`config.mk`:
```
export PLATFORM = sky130hd
export DESIGN_NAME = dmem_write_monitor
export DESIGN_NICKNAME = d
export VERILOG_FILES = /design/src/rtl/dmem_wmon_pkg.sv /design/src/rtl/wmon_fifo.sv /design/src/rtl/dmem_write_monitor.sv
export SDC_FILE = /design/constraint.sdc
export NUM_CORES = 1
export LEC_CHECK = 0
export BUFFER_PORTS_ARGS = -buffer_cell sky130_fd_sc_hd__buf_4
export CAP_MARGIN = 20
export CORE_ASPECT_RATIO = 1.75
export CORE_MARGIN = 2
export CORE_UTILIZATION = 55
export DETAILED_ROUTE_END_ITERATION = 6
export PLACE_DENSITY = 0.77
export SETUP_SLACK_MARGIN = 0.02
export SYNTH_ARGS = -nofsm -noshare
export SYNTH_HDL_FRONTEND = slang
export SYNTH_HIERARCHICAL = 1
export SYNTH_SLANG_ARGS = --single-unit
```
`constraint.sdc`:
```
create_clock -name clk -period 8.5 [get_ports clk]
set_input_delay 0 -clock clk [delete_from_list [all_inputs] [get_ports clk]]
set_output_delay 0 -clock clk [all_outputs]
set_load 0.05 [all_outputs]
```
`src/rtl/dmem_wmon_pkg.sv`:
```
// Shared types and helpers for the data-memory write monitor.
package dmem_wmon_pkg;

  localparam int AW_DEF = 30;
  localparam int DW_DEF = 32;
  localparam int TSW    = 16;
  localparam logic [TSW-1:0] TS_MAX = 16'hFFFF;

  // One completed store as seen by the result checker.
  typedef struct packed {
    logic [AW_DEF-1:0] addr;
    logic [DW_DEF-1:0] data;
    logic [TSW-1:0]    ts;
  } dmem_ev_t;

  // Little-endian store word into readable (most significant byte first) order.
  function automatic logic [31:0] bswap32(input logic [31:0] w);
    return {w[7:0], w[15:8], w[23:16], w[31:24]};
  endfunction

endpackage

```
`src/rtl/wmon_fifo.sv`:
```
// Synchronous event FIFO; pointers carry one extra wrap bit to tell full from empty.
module wmon_fifo #(
  parameter int DEPTH = 4,
  parameter int W     = 62
) (
  input  logic         clk,
  input  logic         rst,
  input  logic         push_i,
  input  logic         pop_i,
  input  logic [W-1:0] din_i,
  output logic         full_o,
  output logic         empty_o,
  output logic [W-1:0] head_o
);

  localparam int PW = $clog2(DEPTH);

  logic [PW:0]  wr_q, wr_d, rd_q, rd_d;
  logic [W-1:0] mem_q [DEPTH];

  assign empty_o = (wr_q == rd_q);
  assign full_o  = (wr_q[PW] != rd_q[PW]) && (wr_q[PW-1:0] == rd_q[PW-1:0]);
  assign head_o  = mem_q[rd_q[PW-1:0]];

  // Caller only pushes when there is room or the head is leaving on the same edge.
  always_comb begin
    wr_d = wr_q;
    rd_d = rd_q;
    if (push_i)             wr_d = wr_q + 1'b1;
    if (pop_i && !empty_o)  rd_d = rd_q + 1'b1;
  end

  always_ff @(posedge clk or negedge rst) begin
    if (!rst) begin
      wr_q <= '0;
      rd_q <= '0;
    end else begin
      wr_q <= wr_d;
      rd_q <= rd_d;
    end
  end

  always_ff @(posedge clk) begin
    if (push_i) mem_q[wr_q[PW-1:0]] <= din_i;
  end

endmodule

```
`src/rtl/dmem_write_monitor.sv`:
```
// Turns the CPU D-memory write port into one buffered event per completed store.
// Define DMEM_WMON_TIMESTAMP_EN to stamp each event with the capture cycle.
module dmem_write_monitor
  import dmem_wmon_pkg::*;
#(
  parameter int DEPTH = 4,
  parameter int AW    = AW_DEF,
  parameter int DW    = DW_DEF
) (
  input  logic          clk,
  input  logic          rst,
  input  logic [AW-1:0] mem_addr,
  input  logic [DW-1:0] mem_wdata,
  input  logic          mem_wen,
  input  logic          mem_stall,
  output logic          ev_valid,
  input  logic          ev_ready,
  output logic [AW-1:0] ev_addr,
  output logic [DW-1:0] ev_data,
  output logic [15:0]   ev_time,
  output logic [7:0]    drop_cnt,
  output logic          overflow
);

`ifdef DMEM_WMON_TIMESTAMP_EN
  localparam int EW = AW + DW + TSW;
`else
  localparam int EW = AW + DW;
`endif

  logic          cap, pop, push, drop, full, empty;
  logic [EW-1:0] din, head;
  logic [DW-1:0] swapped;
  logic [7:0]    drop_q, drop_d;
  logic          ovf_q, ovf_d;

  // A stalled store is still in flight; only the unstalled edge completes it.
  assign cap     = mem_wen && !mem_stall;
  assign pop     = ev_ready && !empty;
  assign push    = cap && (!full || pop);
  assign drop    = cap && full && !pop;
  assign swapped = bswap32(mem_wdata);

  always_comb begin
    drop_d = drop_q;
    ovf_d  = ovf_q;
    if (drop) begin
      ovf_d = 1'b1;
      if (drop_q != 8'hFF) drop_d = drop_q + 8'd1;
    end
  end

  always_ff @(posedge clk or negedge rst) begin
    if (!rst) begin
      drop_q <= '0;
      ovf_q  <= 1'b0;
    end else begin
      drop_q <= drop_d;
      ovf_q  <= ovf_d;
    end
  end

`ifdef DMEM_WMON_TIMESTAMP_EN
  logic [TSW-1:0] cnt_q, cnt_d;

  assign cnt_d = (cnt_q == TS_MAX) ? cnt_q : cnt_q + 16'd1;

  always_ff @(posedge clk or negedge rst) begin
    if (!rst) cnt_q <= '0;
    else      cnt_q <= cnt_d;
  end

  assign din     = {mem_addr, swapped, cnt_q};
  assign ev_time = ev_valid ? head[TSW-1:0] : '0;
`else
  assign din     = {mem_addr, swapped};
  assign ev_time = '0;
`endif

  wmon_fifo #(.DEPTH(DEPTH), .W(EW)) u_fifo (
    .clk    (clk),
    .rst    (rst),
    .push_i (push),
    .pop_i  (pop),
    .din_i  (din),
    .full_o (full),
    .empty_o(empty),
    .head_o (head)
  );

  // Outputs read zero while empty so reset and drained states look identical.
  assign ev_valid = !empty;
  assign ev_addr  = ev_valid ? head[EW-1 -: AW]    : '0;
  assign ev_data  = ev_valid ? head[EW-AW-1 -: DW] : '0;
  assign drop_cnt = drop_q;
  assign overflow = ovf_q;

endmodule
```
==> out/metrics.yaml, run 1 <==
routabilityCongestion: 0.790
max-slew-margin-rel_pct: 34.0
slowest_delay_ps: 1060
dieArea_sq_um: 20100
period_needed_ps: 3940
core_sq_um: 18600
cts_resized: 0
gr-total-overflow: 0
hold_class: "in2reg"
worst_setup_path_end_kind: "flip-flop"
fin_crit_sh_pct: 46.4
die_y_um: 186
initial_core_util_pct: 56.0
comb_power_share_pct: 45.5
p_clk_share_pct: 20.2
hold_path_end: "overflow$_DFFE_PN0P_"
finalSetupViolations: 0
tightest_slew_ps: 991
fmax_mhz: 254
switching_share_pct: 41.3
path_depth: 5
avgSynthCellArea_sq_um: 21.0
areaGrowthSynthToFinish_pct: 24.4
clk_pin_slew_worst_paths_ps: 70
finalWirelength_um: 19600
htreeDepth: 1
antenna_found_initial: 0
dpl.hpwl_um: 11200
rsz0062_at_grt: "false"
num_antenna_cells: 0
ys_warn_count: 6
port_buffers: 138
crit_start: "u_fifo/rd_q[1]$_DFFE_PN0P_"
synth_most_common_cell: "edfxtp_1"
total_power_mw: 5.04
cts_buffers: 22
pin_count: 155
drt_pass1_iterations: 4
viasPerCell: 5.44
synthesis.area_sq_um: 10400
arrival_ps: 4050
wire_per_inst_um: 20.6
finalHoldViolCount: 0
status: "finished clean"
synth-compound-area-share_pct: 0.793
tritoncts: "done"
synth_top_family_by_area: "multiplexers"
synthArstFlopShare_pct: 5.70
grt_pass1_vias: 5419
cp_top_family: "simple AND/OR/NAND/NOR gates"
drtAntennaViolNets: 0
clockBufferDepth: 3
chipWidth_um: 108
slew_violations: 0
yosys-top-cells-area: "edfxtp_1 72%, mux4_2 13%, dfrtp_1 3.6%"
cts.sinks: 263
synth-simple-area-share_pct: 5.77
final_nets: 773
finClkSkew_ps: 10.6
nFillCells: 1181
synthXorXnorAreaFrac_pct: 1.01
crit_type: "reg2reg"
hp-start: "mem_wen"
place_inst: 850
path_cells: "xnor2_1, and3_2, or2b_4, a21boi_0, and2_4"
synthMuxAreaShare_pct: 13.8
r2r_end: "u_fifo/mem_q[3][46]$_DFFE_PP_"
cp.required_ps: 8610
synth_largest_area_cell: "edfxtp_1"
hold-worst-slack_ps: 28.2
yosysUniqueCellTypes: 38
r2r-start: "u_fifo/rd_q[1]$_DFFE_PN0P_"
synthesis.instances: 495
ys_ff_latch: 263
synthDominantCellAreaShare_pct: 71.5
synth_ff_type: "edfxtp_1"
netSwitchingPower_mw: 2.08
multi_input_area_sq_um: 2370
seq_area_sq_um: 7830
synth_fa_ha_area_share_pct: 0.721
internal_power_mw: 2.96
vias: 5180
synthTopCellsByCount: "248 x edfxtp_1, 62 x mux4_2, 59 x nor2b_1"
tns_ps: 0
max_cap_viol_count: 0
clock_latency_ps: 490
cts-root-buf: "clkbuf_16"
grt_util_all_layers_pct: 19.9
rows: 66
grt_pass1_wl_um: 29900
r2r_cells: 5
worst-path-buf-inv: 0
drive_above_1_share_pct: 35.4
crit_path_top_delay_cell: "dfrtp_4"
cp_max_fo: 66
drtIter0Drc: 334
power_leakage_nw: 4.56
stdcell_count: 953
synth_edf_count: 248
startpoint_type: "flip-flop"
min_delay_path_depth: 4
seqPwrFrac_pct: 34.3
max-vdd-ir-drop_uv: 254
grt_start_max_net_pins: 67
powerDensity_nw_per_um2: 389
ys_seq_area_share_pct: 75.2
r2r_slack_ps: 4560
drc_errors: 0
-- stage by stage --
| step | setup slack [ps] | area, sq um | util (%) |
|---|---|---|---|
| finish | 4560 | 12900 | 69.7 |
| global route | 4310 | 12900 | 69.7 |
| CTS | 4520 | 12900 | 69.7 |
| detailed placement | 4540 | 11600 | 62.3 |
| global placement | 4700 | 11600 | 62.3 |
| floorplan | 4760 | 10500 | - |
-- worst max-delay path by stage --
stage,end,slack [ps]
2_1_floorplan,u_fifo/mem_q[3][0]$_DFFE_PP_,4760
3_3_place_gp,u_fifo/mem_q[3][10]$_DFFE_PP_,4700
3_5_place_dp,u_fifo/mem_q[2][10]$_DFFE_PP_,4540
4_1_cts,u_fifo/mem_q[3][27]$_DFFE_PP_,4520
5_1_grt,u_fifo/mem_q[3][46]$_DFFE_PP_,4310
6_report,u_fifo/mem_q[3][46]$_DFFE_PP_,4560
-- per-layer routing --
layer	wire [um]	track usage, %	up-vias
met1	7380	25.2	2641
met5	0	0	-
met2	10700	35.2	169
li1	-	-	2329
met3	931	2.35	41
met4	637	7.38	0
-- layout by cell type (no fill, tap or decap), types with 5 or more instances in the layout --
master / Yosys / final
edfxtp_1: 248 / 248
ha_1: 6 / 6
xor2_1: 8 / 8
dfrtp_1: 15 / 13
clkbuf_16: 0 / 23
dlygate4sd3_1: 0 / 64
clkinvlp_4: 0 / 5
mux4_2: 62 / 62
inv_1: 6 / 6
nand2_1: 6 / 6
nor2b_1: 59 / 59
buf_4: 18 / 140
conb_1: 1 / 16
-- logic make-up after synthesis --
logic type | Yosys count
xor gates and xnor gates | 12
and+or+nand+nor | 94
adders and majority gates | 6
buffers and inverters | 44
DFF | 263
AOI/OAI and AO/OA | 10
muxes | 65
other | 1
-- worst reg2reg max path, cell delays in order (launching register included) --
cell and delay [ps]:
dfrtp_4 1060, xnor2_1 320, and3_2 270, or2b_4 290, a21boi_0 650, and2_4 890
-- repair_timing --
action	in CTS	in global routing
hold buffers	64	0
hold endpoints to repair	263	0
setup buffers	0	0
-- cell type report --
class / instances / area share (%)
sequential: 263 / 60.5
multi-input combinational: 203 / 18.3
timing repair buffer: 204 / 13.1
clock inverter: 12 / 1.12
clock buffer: 27 / 4.56
tap: 238 / 2.30
inverter: 6 / 0.174
-- sequential cells by signal (all words and copies together), names as in the netlist --
signal,count
u_fifo/rd_q,3
drop_cnt,8
u_fifo/mem_q,248
overflow,1
u_fifo/wr_q,3
-- power by group through the flow --
stage | registers (mW) | clock network, mW | logic, mW
final | 1.73 | 1.02 | 2.29
after global routing | 1.75 | 1.08 | 2.41
after floorplan | 1.68 | 0 | 1.74
after global placement | 1.75 | 0 | 2.25
after detailed placement | 1.76 | 0 | 2.28
after CTS | 1.74 | 1.03 | 2.31
Power figures use the tool's default switching activity.
==> run 2, diff against run 1 <==
--- a/config.mk
+++ b/config.mk
@@ -9,9 +9,9 @@
 export CAP_MARGIN = 20
 export CORE_ASPECT_RATIO = 1.75
 export CORE_MARGIN = 2
-export CORE_UTILIZATION = 55
+export CORE_UTILIZATION = 51
 export DETAILED_ROUTE_END_ITERATION = 6
-export PLACE_DENSITY = 0.77
+export PLACE_DENSITY = 0.75
 export SETUP_SLACK_MARGIN = 0.02
 export SYNTH_ARGS = -nofsm -noshare
 export SYNTH_HDL_FRONTEND = slang
==> constraint.sdc (replaced) <==
create_clock -name clk -period 3.15 [get_ports clk]
set_input_delay 0 -clock clk [delete_from_list [all_inputs] [get_ports clk]]
set_output_delay 0 -clock clk [all_outputs]
set_load 0.05 [all_outputs]
==> run 2 against run 1 <==
Net effect:
- design area rose by 1.1%
- die area rose by 7.6%
- count of clock-buffer cells in the layout rose by 1
- via count rose by 0.79%
- maximum frequency rose by 47%
- non-clock buffer count rose by 13
- hold slack got worse by 6.7 ps
- sequential power rose to 2.6 times the previous value
- final cell count rose by 2.6%
- setup slack got worse by 4100 ps
- critical path type unchanged
- critical endpoint is now u_fifo/mem_q[3][39]$_DFFE_PP_
==> out/metrics.yaml, run 2 (synthesized netlist as in run 1, its figures left out) <==
status: "finished clean"
clock_latency_ps: 500  # about the same
period_needed_ps: 2690  # -1250 ps
wl_met1_um: 7760  # +5.2%
max-vdd-ir-drop_uv: 740  # +190%
drive_above_1_share_pct: 36.2  # +0.78 points
total_power_mw: 13.7  # +170%
finalWirelength_um: 20400  # +4.0%
nFillCells: 1388  # +18%
grt_pass1_wl_um: 31200  # +4.3%
port_buffers: 138  # unchanged
startpoint_type: "flip-flop"
hp-start: "mem_wen"
dieArea_sq_um: 21600  # +7.6%
cts_buffers: 23  # +4.5%
tritoncts: "done"
slew_violations: 0  # unchanged
tns_ps: 0  # unchanged
top_layer: "met4"
crit_path_top_delay_cell: "dfrtp_1"
drc_errors: 0  # unchanged
powerDensity_nw_per_um2: 1050  # +170%
arrival_ps: 2880  # -1170 ps
cts.sinks: 263  # unchanged
clockBufferDepth: 3  # unchanged
postPlaceCellArea_sq_um: 11700  # +1.3%
fin_crit_sh_pct: 85.4  # +39 points
crit_type: "reg2reg"
initial_core_util_pct: 51.5  # -4.5 points
drt_pass1_iterations: 4  # unchanged
chipWidth_um: 112  # +3.7%
max-slew-margin-rel_pct: 36.8  # +2.8 points
dpl.hpwl_um: 12700  # +14%
tightest_slew_ps: 949  # -42.0 ps
finalHoldViolCount: 0  # unchanged
areaGrowthSynthToFinish_pct: 25.7
drtIter0Drc: 287  # -14%
finalSetupViolations: 0  # unchanged
routed-wl-met2_um: 11400  # +6.9%
dr_wl_met3_um: 819  # -12%
drtAntennaViolNets: 0  # unchanged
finClkSkew_ps: 9.84  # -0.762 ps
slowest_delay_ps: 490  # -570 ps
cp.required_ps: 3340  # -5270 ps
wire_per_inst_um: 20.9  # +1.3%
cts_resized: 0  # unchanged
fmax_mhz: 372  # +47%
crit_start: "u_fifo/wr_q[0]$_DFFE_PN0P_"
rsz0062_at_grt: "false"
grt_start_max_net_pins: 66  # -1.5%
crit_top_cell: "buf_4"
htreeDepth: 1  # unchanged
vias: 5221  # +0.79%
r2r-start: "u_fifo/wr_q[0]$_DFFE_PN0P_"
path_cells: "xnor2_1, and3_2, or2b_4, a21boi_0, buf_4, and2_4, buf_4"
gr-total-overflow: 0  # unchanged
core_sq_um: 20200  # +8.7%
grt_util_all_layers_pct: 18.7  # -1.2 points
post_cts_buffers: 0  # unchanged
min_delay_path_depth: 4  # unchanged
hold_class: "in2reg"
viasPerCell: 5.34  # -1.8%
num_antenna_cells: 0  # unchanged
largest_register_ffs: 248  # unchanged
grt_pass1_vias: 5548  # +2.4%
power_leakage_nw: 4.65  # +2.1%
multi_input_area_sq_um: 2370  # unchanged
die_y_um: 193  # +3.8%
routabilityCongestion: 0.738  # -6.6%
finish.utilization_pct: 64.8  # -4.9 points
antenna_found_initial: 0  # unchanged
design_area_sq_um: 13100  # +1.1%
cts-root-buf: "clkbuf_16"
clk_pin_slew_worst_paths_ps: 70  # about the same
cp_max_fo: 24  # -64%
pin_count: 155  # unchanged
seq_area_sq_um: 7830  # about the same
mostFrequentLayoutCell: "edfxtp_1"
rows: 69  # +4.5%
final_nets: 787  # +1.8%
r2r_cells: 7  # +2
layout_common_cells: "248 x edfxtp_1, 150 x buf_4, 64 x dlygate4sd3_1, 62 x mux4_2, 59 x nor2b_1"
max_cap_viol_count: 0  # unchanged
worst_setup_path_end_kind: "flip-flop"
[run 2: layer usage]
metal / global-route usage (%) / up-vias
li1: - / 2365
met1: 23.2 / 2691
met2: 34.6 / 138
met3: 2.53 / 27
met4: 5.07 / 0
met5: 0 / -
[run 2: where the power goes]
group	leakage [nW]	internal, mW	switching, mW
Combinational	1.85	2.19	4.33
Sequential	2.44	4.28	0.148
Clock	0.360	1.59	1.16
Total	4.65	8.05	5.64
[run 2: path summary, 6_finish.rpt]
check	slack [ps]	end
max in group asynchronous	1990	u_fifo/rd_q[0]$_DFFE_PN0P_
worst min-delay path	20	overflow$_DFFE_PN0P_
worst max-delay path	460	u_fifo/mem_q[3][39]$_DFFE_PP_
min in group asynchronous	630	drop_cnt[3]$_DFFE_PN0P_
worst max register to register	460	u_fifo/mem_q[3][39]$_DFFE_PP_
worst min register to register	470	overflow$_DFFE_PN0P_
[run 2: final cells by class]
type,instances,area share (%)
inverter,6,0.172
clock buffer,28,4.54
timing repair buffer,217,14.0
sequential,263,59.8
tap,248,2.37
multi-input combinational,203,18.1
clock inverter,13,1.05
[run 2: stage by stage]
| stage | setup slack, ps | hold slack, ps | cells |
|---|---|---|---|
| after floorplan | 80.1 | -296 | 510 |
| after global placement | 617 | -137 | 873 |
| after detailed placement | 555 | -130 | 873 |
| after CTS | 407 | 16.0 | 978 |
| final | 460 | 21.5 | 978 |
| after global routing | 296 | 46.2 | 978 |
[run 2: critical path: cells and delay by family (launching register included)]
kind | cells | cell delay [ps]
AO/OA/AOI/OAI | 1 | 230
buffers and inverters | 2 | 480
flip-flops | 1 | 490
AND/OR/NAND/NOR | 3 | 970
XOR/XNOR | 1 | 210
[run 2: what timing repair did]
item | 4_1_cts | 5_1_grt
hold buffers | 64 | 0
hold endpoints to repair | 263 | 0
endpoints found under the setup margin | 0 | 0
